`config.mk`:
```
export PLATFORM = sky130hd
export DESIGN_NAME = mc_control_unit
export DESIGN_NICKNAME = d
export VERILOG_FILES = /design/src/rtl/mc_control_unit.sv
export SDC_FILE = /design/constraint.sdc
export NUM_CORES = 1
export LEC_CHECK = 0
export ABC_CLOCK_PERIOD_IN_PS = 1700
export CAP_MARGIN = 20
export CORE_MARGIN = 1
export CORE_UTILIZATION = 37
export DETAILED_ROUTE_END_ITERATION = 7
export MAX_ROUTING_LAYER = met4
export PLACE_DENSITY = 0.81
export SLEW_MARGIN = 20
export SYNTH_ARGS = -nofsm -noshare
export SYNTH_HDL_FRONTEND = slang
export SYNTH_SLANG_ARGS = --single-unit
```
`constraint.sdc`:
```
create_clock -name CLK -period 1.7 [get_ports CLK]
set_input_delay 0.34 -clock CLK [delete_from_list [all_inputs] [get_ports CLK]]
set_output_delay 0.34 -clock CLK [all_outputs]
set_load 0.005 [all_outputs]
```
`src/rtl/mc_control_unit.sv`:
```
// ---------------------------------------------------------------------------
// mc_control_unit
//
// Control FSM for the multicycle CPU. It decodes the 6-bit opcode held in
// the IR and steps each instruction through IF / ID / EXE / MEM / WB. In each
// state it drives the datapath write enables and mux selects.
//
// Ports:
//   CLK        in   1  rising-edge clock shared with PC / IR / register file
//   RST        in   1  synchronous, active-high reset
//   opcode     in   6  IR[31:26]
//   zero       in   1  ALU zero flag, used only in EXE_BR
//   state      out  3  current state encoding (debug)
//   PCWre      out  1  PC load enable
//   IRWre      out  1  IR load enable
//   InsMemRW   out  1  instruction-memory read (tied to 1)
//   RegWre     out  1  register-file write enable
//   DataMemRW  out  1  1 = data-memory write, 0 = read
//   ALUSrcB    out  1  1 = extended immediate, 0 = rt
//   ExtSel     out  1  1 = sign-extend, 0 = zero-extend
//   DBDataSrc  out  1  1 = memory data, 0 = ALU result
//   WrRegData  out  1  0 = PC+4 (jal), 1 = DB bus
//   RegDst     out  2  00 = $31, 01 = rt, 10 = rd
//   PCSrc      out  2  00 PC+4, 01 branch, 10 rs (jr), 11 jump target
//   ALUOp      out  3  000 add, 001 sub, 010 slt, 011 or, 100 and
// ---------------------------------------------------------------------------
module mc_control_unit (
  input  logic       CLK,
  input  logic       RST,
  input  logic [5:0] opcode,
  input  logic       zero,
  output logic [2:0] state,
  output logic       PCWre,
  output logic       IRWre,
  output logic       InsMemRW,
  output logic       RegWre,
  output logic       DataMemRW,
  output logic       ALUSrcB,
  output logic       ExtSel,
  output logic       DBDataSrc,
  output logic       WrRegData,
  output logic [1:0] RegDst,
  output logic [1:0] PCSrc,
  output logic [2:0] ALUOp
);

  typedef enum logic [2:0] {
    S_IF     = 3'b000,
    S_ID     = 3'b001,
    S_EXE_LS = 3'b010,
    S_MEM    = 3'b011,
    S_WB_LD  = 3'b100,
    S_EXE_BR = 3'b101,
    S_EXE_AL = 3'b110,
    S_WB_AL  = 3'b111
  } state_t;

  localparam logic [5:0] OP_ADD  = 6'b000000;
  localparam logic [5:0] OP_SUB  = 6'b000001;
  localparam logic [5:0] OP_ADDI = 6'b000010;
  localparam logic [5:0] OP_OR   = 6'b010000;
  localparam logic [5:0] OP_AND  = 6'b010001;
  localparam logic [5:0] OP_ORI  = 6'b010010;
  localparam logic [5:0] OP_SLT  = 6'b011000;
  localparam logic [5:0] OP_SW   = 6'b100110;
  localparam logic [5:0] OP_LW   = 6'b100111;
  localparam logic [5:0] OP_BEQ  = 6'b110000;
  localparam logic [5:0] OP_J    = 6'b111000;
  localparam logic [5:0] OP_JR   = 6'b111001;
  localparam logic [5:0] OP_JAL  = 6'b111010;
  localparam logic [5:0] OP_HALT = 6'b111111;

  state_t r_state;
  state_t w_next_state;

  // Opcode class flags
  logic w_is_alu;    // add/sub/addi/or/and/ori/slt
  logic w_is_rtype;  // register-register ALU ops (write rd)
  logic w_is_lw;
  logic w_is_sw;
  logic w_is_beq;
  logic w_is_j;
  logic w_is_jr;
  logic w_is_jal;
  logic w_is_halt;

  // ---------------------------------------------------------------------------
  // State register: the only sequential element.
  // ---------------------------------------------------------------------------
  // NOTE: sequential state uses non-blocking assignment so every flop samples
  // pre-edge values; blocking here would create order-dependent behaviour.
  always_ff @(posedge CLK) begin
    if (RST) r_state <= S_IF;
    else     r_state <= w_next_state;
  end

  assign state    = r_state;
  assign InsMemRW = 1'b1;

  // ---------------------------------------------------------------------------
  // Opcode decode
  // ---------------------------------------------------------------------------
  // NOTE: every signal written in a combinational block gets a default first,
  // so no path through the case leaves it unassigned and no latch is inferred.
  always_comb begin
    w_is_alu   = 1'b0;
    w_is_rtype = 1'b0;
    w_is_lw    = 1'b0;
    w_is_sw    = 1'b0;
    w_is_beq   = 1'b0;
    w_is_j     = 1'b0;
    w_is_jr    = 1'b0;
    w_is_jal   = 1'b0;
    w_is_halt  = 1'b0;
    case (opcode)
      OP_ADD, OP_SUB, OP_OR, OP_AND, OP_SLT: begin
        w_is_alu   = 1'b1;
        w_is_rtype = 1'b1;
      end
      OP_ADDI, OP_ORI: w_is_alu  = 1'b1;
      OP_LW:           w_is_lw   = 1'b1;
      OP_SW:           w_is_sw   = 1'b1;
      OP_BEQ:          w_is_beq  = 1'b1;
      OP_J:            w_is_j    = 1'b1;
      OP_JR:           w_is_jr   = 1'b1;
      OP_JAL:          w_is_jal  = 1'b1;
      OP_HALT:         w_is_halt = 1'b1;
      default: ;       // illegal: no class, executes as a 2-cycle nop
    endcase
  end

  // ---------------------------------------------------------------------------
  // Next-state logic
  // ---------------------------------------------------------------------------
  always_comb begin
    w_next_state = S_IF;
    case (r_state)
      S_IF: w_next_state = S_ID;
      S_ID: begin
        if (w_is_alu)                w_next_state = S_EXE_AL;
        else if (w_is_lw || w_is_sw) w_next_state = S_EXE_LS;
        else if (w_is_beq)           w_next_state = S_EXE_BR;
        else                         w_next_state = S_IF;  // j/jr/jal/halt/illegal
      end
      S_EXE_AL: w_next_state = S_WB_AL;
      S_WB_AL:  w_next_state = S_IF;
      S_EXE_LS: w_next_state = S_MEM;
      S_MEM:    w_next_state = w_is_lw ? S_WB_LD : S_IF;
      S_WB_LD:  w_next_state = S_IF;
      S_EXE_BR: w_next_state = S_IF;
      default:  w_next_state = S_IF;
    endcase
  end

  // ---------------------------------------------------------------------------
  // Output decode: write enables and PC source depend on state; the remaining
  // selects depend only on opcode since the datapath ignores them elsewhere.
  // ---------------------------------------------------------------------------
  always_comb begin
    PCWre     = 1'b0;
    IRWre     = 1'b0;
    RegWre    = 1'b0;
    DataMemRW = 1'b0;
    PCSrc     = 2'b00;

    case (r_state)
      S_IF: IRWre = 1'b1;
      S_ID: begin
        // Jumps and illegal opcodes finish here; halt finishes without
        // touching the PC so the same word is fetched again.
        if (!(w_is_alu || w_is_lw || w_is_sw || w_is_beq || w_is_halt))
          PCWre = 1'b1;
        if (w_is_j || w_is_jal) PCSrc = 2'b11;
        else if (w_is_jr)       PCSrc = 2'b10;
        if (w_is_jal)           RegWre = 1'b1;
      end
      S_EXE_BR: begin
        PCWre = 1'b1;
        PCSrc = zero ? 2'b01 : 2'b00;
      end
      S_WB_AL: begin
        PCWre  = 1'b1;
        RegWre = 1'b1;
      end
      S_MEM: begin
        if (w_is_sw) begin
          PCWre     = 1'b1;
          DataMemRW = 1'b1;
        end
      end
      S_WB_LD: begin
        PCWre  = 1'b1;
        RegWre = 1'b1;
      end
      default: ;
    endcase

    // Reset suppresses every write so an aborted instruction has no effect.
    if (RST) begin
      PCWre     = 1'b0;
      IRWre     = 1'b0;
      RegWre    = 1'b0;
      DataMemRW = 1'b0;
    end
  end

  always_comb begin
    ALUSrcB   = 1'b0;
    ExtSel    = 1'b1;
    DBDataSrc = 1'b0;
    WrRegData = 1'b1;
    RegDst    = 2'b00;
    ALUOp     = 3'b000;

    if (w_is_rtype)                                              RegDst = 2'b10;
    else if (opcode == OP_ADDI || opcode == OP_ORI || w_is_lw)   RegDst = 2'b01;

    if (opcode == OP_ADDI || opcode == OP_ORI || w_is_lw || w_is_sw)
      ALUSrcB = 1'b1;

    if (opcode == OP_ORI) ExtSel    = 1'b0;
    if (w_is_lw)          DBDataSrc = 1'b1;
    if (w_is_jal)         WrRegData = 1'b0;

    case (opcode)
      OP_SUB, OP_BEQ: ALUOp = 3'b001;
      OP_SLT:         ALUOp = 3'b010;
      OP_OR, OP_ORI:  ALUOp = 3'b011;
      OP_AND:         ALUOp = 3'b100;
      default:        ALUOp = 3'b000;  // add/addi/lw/sw and don't-care cases
    endcase
  end

endmodule

```
==> reports/metrics.cfg, run 1 <==
[outcome]
error_line = [ERROR DPL-0033] detailed placement checks failed during check placement.
outcome = stopped before the end
haltStage = 5_1_grt

[floorplan]
start_util_pct = 42.5
chipWidth_um = 38.9
die_height_um = 38.9
rows = 12
ios = 28

[clock_tree]
cts_hold_buf = 0
cts_buffer_depth = 2
numCtsBuffers = 3
cts.sinks = 3
h-tree-depth = 1
cts_root_buffer = clkbuf_4

[place]
dp_hpwl_mm = 1.38
gp_congestion = 0.874
postPlaceCellArea_um2 = 923
dp_cells = 133
dp_slack_ns = -0.832
portBuffers = 26

[global_route]
antenna_found_initial = 0
grt_max_degree = 11

[synth]
ys_seq_elements = 3
ys_warn_count = 0
avgSynthCellArea_um2 = 6.55
syn-cell-area_um2 = 504
syn-instance-count = 77
synth_fp_nets = 86
ys_seq_area_share_pct = 11.9
synth_cell_type_count = 35

[sta]
worst-ep-kind = primary output
crit_endpoint = RegWre

## Yosys cell counts, drive strengths merged
library cell  n  area share (%)
nand4b        1             3.0
nand4         1             1.2
o21ai         5             5.0
a31oi         3             3.7
dfxtp         3              12
nor3b         1             1.5
conb          1            0.74
a22o          1             1.7
inv           4             3.0
nand3b        2             3.0
or3           2             3.5
and4bb        1             2.5
o32ai         2             3.5
nor2          8             6.0
and3          1             1.2
buf           8             9.2
a32o          1             2.0
nand2b        4             5.0
nor4b         1             1.7
nor4          2             2.5
nand2         5             3.7
nor3          4             4.0
nand3         2             2.0
a211oi        1             1.5
and4          1             1.7
clkbuf        2             1.5
or3b          1             1.7
a2111oi       2             3.5
a21oi         5             5.7
a221oi        1             1.7
or2           1             1.2
## cell families after synthesis
family | synth area share [%]
buffers and inverters | 13.6
other | 0.744
flip-flops | 11.9
AO/OA/AOI/OAI | 28.3
AND/OR/NAND/NOR | 45.4
## through the flow
step	setup TNS (ns)	utilization [%]
4_1_cts	-0.201	88.2
3_5_place_dp	-10.27	77.8
3_3_place_gp	-9.71	77.8
2_1_floorplan	0	-
## repair_timing
item	CTS
gates cloned	1
endpoints found under the setup margin	15
resized for setup	83
buffers inserted	8
pin swaps	9
==> run 2: changes to the inputs <==
--- a/config.mk
+++ b/config.mk
@@ -7,11 +7,10 @@
 export LEC_CHECK = 0
 export ABC_CLOCK_PERIOD_IN_PS = 1700
 export CAP_MARGIN = 20
-export CORE_MARGIN = 1
-export CORE_UTILIZATION = 37
+export CORE_AREA = 2 2 63 65
 export DETAILED_ROUTE_END_ITERATION = 7
-export MAX_ROUTING_LAYER = met4
-export PLACE_DENSITY = 0.81
+export DIE_AREA = 0 0 65 67
+export PLACE_DENSITY_LB_ADDON = 0.15
 export SLEW_MARGIN = 20
 export SYNTH_ARGS = -nofsm -noshare
 export SYNTH_HDL_FRONTEND = slang
==> run 2 against run 1 <==
Against the previous run:
- the flow now finishes, with violations (setup timing)
- synthesized cell count is the same
- synthesized area unchanged
==> reports/metrics.cfg, run 2 <==
[route]
routedWlPerCell_um = 12.4
first_pass_iters = 4
viasPerCell = 4.41
drcViolationCount = 0
vias = 852
wirelength_mm = 2.40
ant_nets = 0
drtIter0Drc = 20

[outcome]
violations = setup timing
outcome = finished with violations  ; was stopped before the end

[hold_path]
worst_hold_path.endpoint = state[0]
min-delay-path-class = flop to flop
min_delay_path_depth = 2
min_from = state[0]

[clock_tree]
cts_root_buffer = clkbuf_8  ; was clkbuf_4
cts.sinks = 3  ; unchanged
clk_latency_ns = 0.22
cts_buffer_depth = 2  ; unchanged
cts_tree = done
h-tree-depth = 1  ; unchanged
clkTransAtPathRegs_ns = 0.03
cts_hold_buf = 0  ; unchanged
numCtsBuffers = 3  ; unchanged

[power]
finalPower_mw = 0.525
pwr-share-clk_pct = 40.0
leakagePower_nw = 0.583
switching_power_mw = 0.158
pwr-share-comb_pct = 45.5
p_per_area_nw_per_um2 = 401
vdd_ir_drop_max_uv = 234
seqPwrFrac_pct = 14.5
internal_power_mw = 0.367
p_sw_share_pct = 30.1

[worst_setup_path]
path_cells = or3b_4 -> or2_1 -> a21oi_2 -> buf_2
cp.required_ns = 1.36
slowest_delay_ns = 0.42
r2r_start = state[0]
startpoint_type = flop
worst_path_max_delay_cell = or3b_4
critPathCaptureType = output pin
r2r_cells = 4
cp.arrival_ns = 1.43
crit_path_max_fanout = 4
reg2reg_slack_ns = 0.47
path_class = flop to output pin
rr_endpoint = state[2]

[floorplan]
die_height_um = 67  ; was 38.9 um
chipWidth_um = 65  ; was 38.9 um
start_util_pct = 14.0  ; was 42.5%
ios = 28  ; unchanged
core_area_um2 = 3610
rows = 22  ; was 12
die-area_um2 = 4360

[synth]
synthTopCellsByCount = nor2_1 (8), nand2_1 (5), o21ai_0 (5)  ; unchanged
yosysMostFrequentCell = nor2_1  ; unchanged
ys_seq_area_share_pct = 11.9  ; unchanged
syn-instance-count = 77  ; unchanged
yosys.area.top_type_share_pct = 11.9  ; unchanged
synth_fp_nets = 86  ; unchanged
syn-cell-area_um2 = 504  ; unchanged
ys_top_cells_by_area = dfxtp_1 (12%), nor2_1 (6.0%), nand2b_1 (5.0%)  ; unchanged
ys_warn_count = 0  ; unchanged
synthFlopType = dfxtp_1  ; unchanged
avgSynthCellArea_um2 = 6.55  ; unchanged
synth_largest_area_cell = dfxtp_1  ; unchanged
synth_edf_count = 0  ; unchanged
ys_seq_elements = 3  ; unchanged
async_flop_share_pct = 0  ; unchanged
synth_cell_type_count = 35  ; unchanged

[final_layout]
antenna_cells = 0
syn2layout_area_growth_pct = 160
layout_commonest_cell = buf_4
drive_gt1_share_pct = 65.5
fin_area_um2 = 1310
largest_register_ffs = 3
fin_util_pct = 36.4
fin_nets = 155
mostFrequentLayoutCells = buf_4 (37), buf_2 (11), buf_6 (11), nand2_1 (5), nor2_1 (5)
fin_cells = 193
fill_cells = 392

[sta]
timing.final.crit_share_pct = 104
setup_viol = 4
finalHoldViolCount = 0
rsz0062_at_grt = yes
max_clock_freq_mhz = 566
fin_crit_ns = 1.77
slew_viol_final = 0
finClkSkew_ns = 0.00515
setup_ws_ns = -0.0664

[global_route]
grt_max_degree = 11
grt_pass1_wl_mm = 3.91
grt_usage_pct = 11.8
antenna_found_initial = 0
overflow = 0
grt_pass1_vias = 865

[place]
dp_cells = 179  ; was 133
postPlaceCellArea_um2 = 1060  ; was 923 um2
portBuffers = 26  ; unchanged
dp_hpwl_mm = 1.73  ; was 1.38 mm
dp_slack_ns = -0.946  ; was -0.832 ns
gp_congestion = 0.760  ; was 0.874

[flow_run]
cap_violations = 0

==> run 2: cell counts after synthesis <==
Identical to the previous run, type by type.
==> run 2: worst max-delay path by stage <==
stage / startpoint / to / slack, ns
CTS: opcode[2] / RegWre / -0.11
detailed placement: opcode[3] / RegWre / -0.95
floorplan: opcode[4] / RegWre / 0.07
finish: state[0] / RegWre / -0.07
global route: state[0] / RegWre / -0.12
global placement: opcode[0] / RegDst[0] / -0.89
==> run 2: routing by layer <==
| layer | vias to the layer above | share of wire (%) | track usage [%] | routed length, um |
|---|---|---|---|---|
| met5 | - | 0 | 0 | 0 |
| met1 | 398 | 43 | 13.7 | 1030 |
| met3 | 4 | 4.5 | 1.86 | 107 |
| met2 | 26 | 51 | 21.5 | 1230 |
| met4 | 0 | 1.3 | 4.79 | 31 |
| li1 | 424 | - | - | - |
==> run 2: power by group through the flow <==
| stage | sequential, mW | clock, mW | combinational, mW |
|---|---|---|---|
| CTS | 0.0755 | 0.209 | 0.218 |
| global route | 0.0764 | 0.216 | 0.259 |
| finish | 0.0760 | 0.210 | 0.239 |
| global placement | 0.0762 | 0 | 0.183 |
| floorplan | 0.0794 | 0 | 0.0656 |
| detailed placement | 0.0763 | 0 | 0.183 |
==> run 2: cells by family after synthesis <==
kind of cell    synth area share (%)
other cells                    0.744
simple gates                    45.4
flops                           11.9
compound gates                  28.3
buf+inv                         13.6
==> run 2: cell type report <==
cell class	count	area [um2]	share of cell area, %
Clock buffer	4	45.0	3.44
Inverter	4	15.0	1.15
Multi-Input combinational cell	60	528	40.3
Sequential cell	3	61.3	4.68
Tap cell	48	60.1	4.58
Timing Repair Buffer	74	602	45.9
==> run 2: per-stage QoR <==
step	TNS [ns]	hold WS (ns)
2_1_floorplan	0	0.559
3_3_place_gp	-12.03	0.581
3_5_place_dp	-12.23	0.579
4_1_cts	-0.328	0.590
5_1_grt	-0.370	0.615
6_report	-0.150	0.587
==> run 2: critical path: cells and delay by family, from the launching register on <==
kind	cells	cell delay, ns
and+or+nand+nor	2	0.65
AOI/OAI and AO/OA	1	0.12
buffers and inverters	1	0.13
DFF	1	0.32
==> run 2: repair_timing <==
action	in CTS	in global routing
gates resized for setup	105	24
setup buffers	7	4
pin swaps	11	12
endpoints found under the setup margin	17	13
Note: power is estimated with default switching activity, not from simulation.
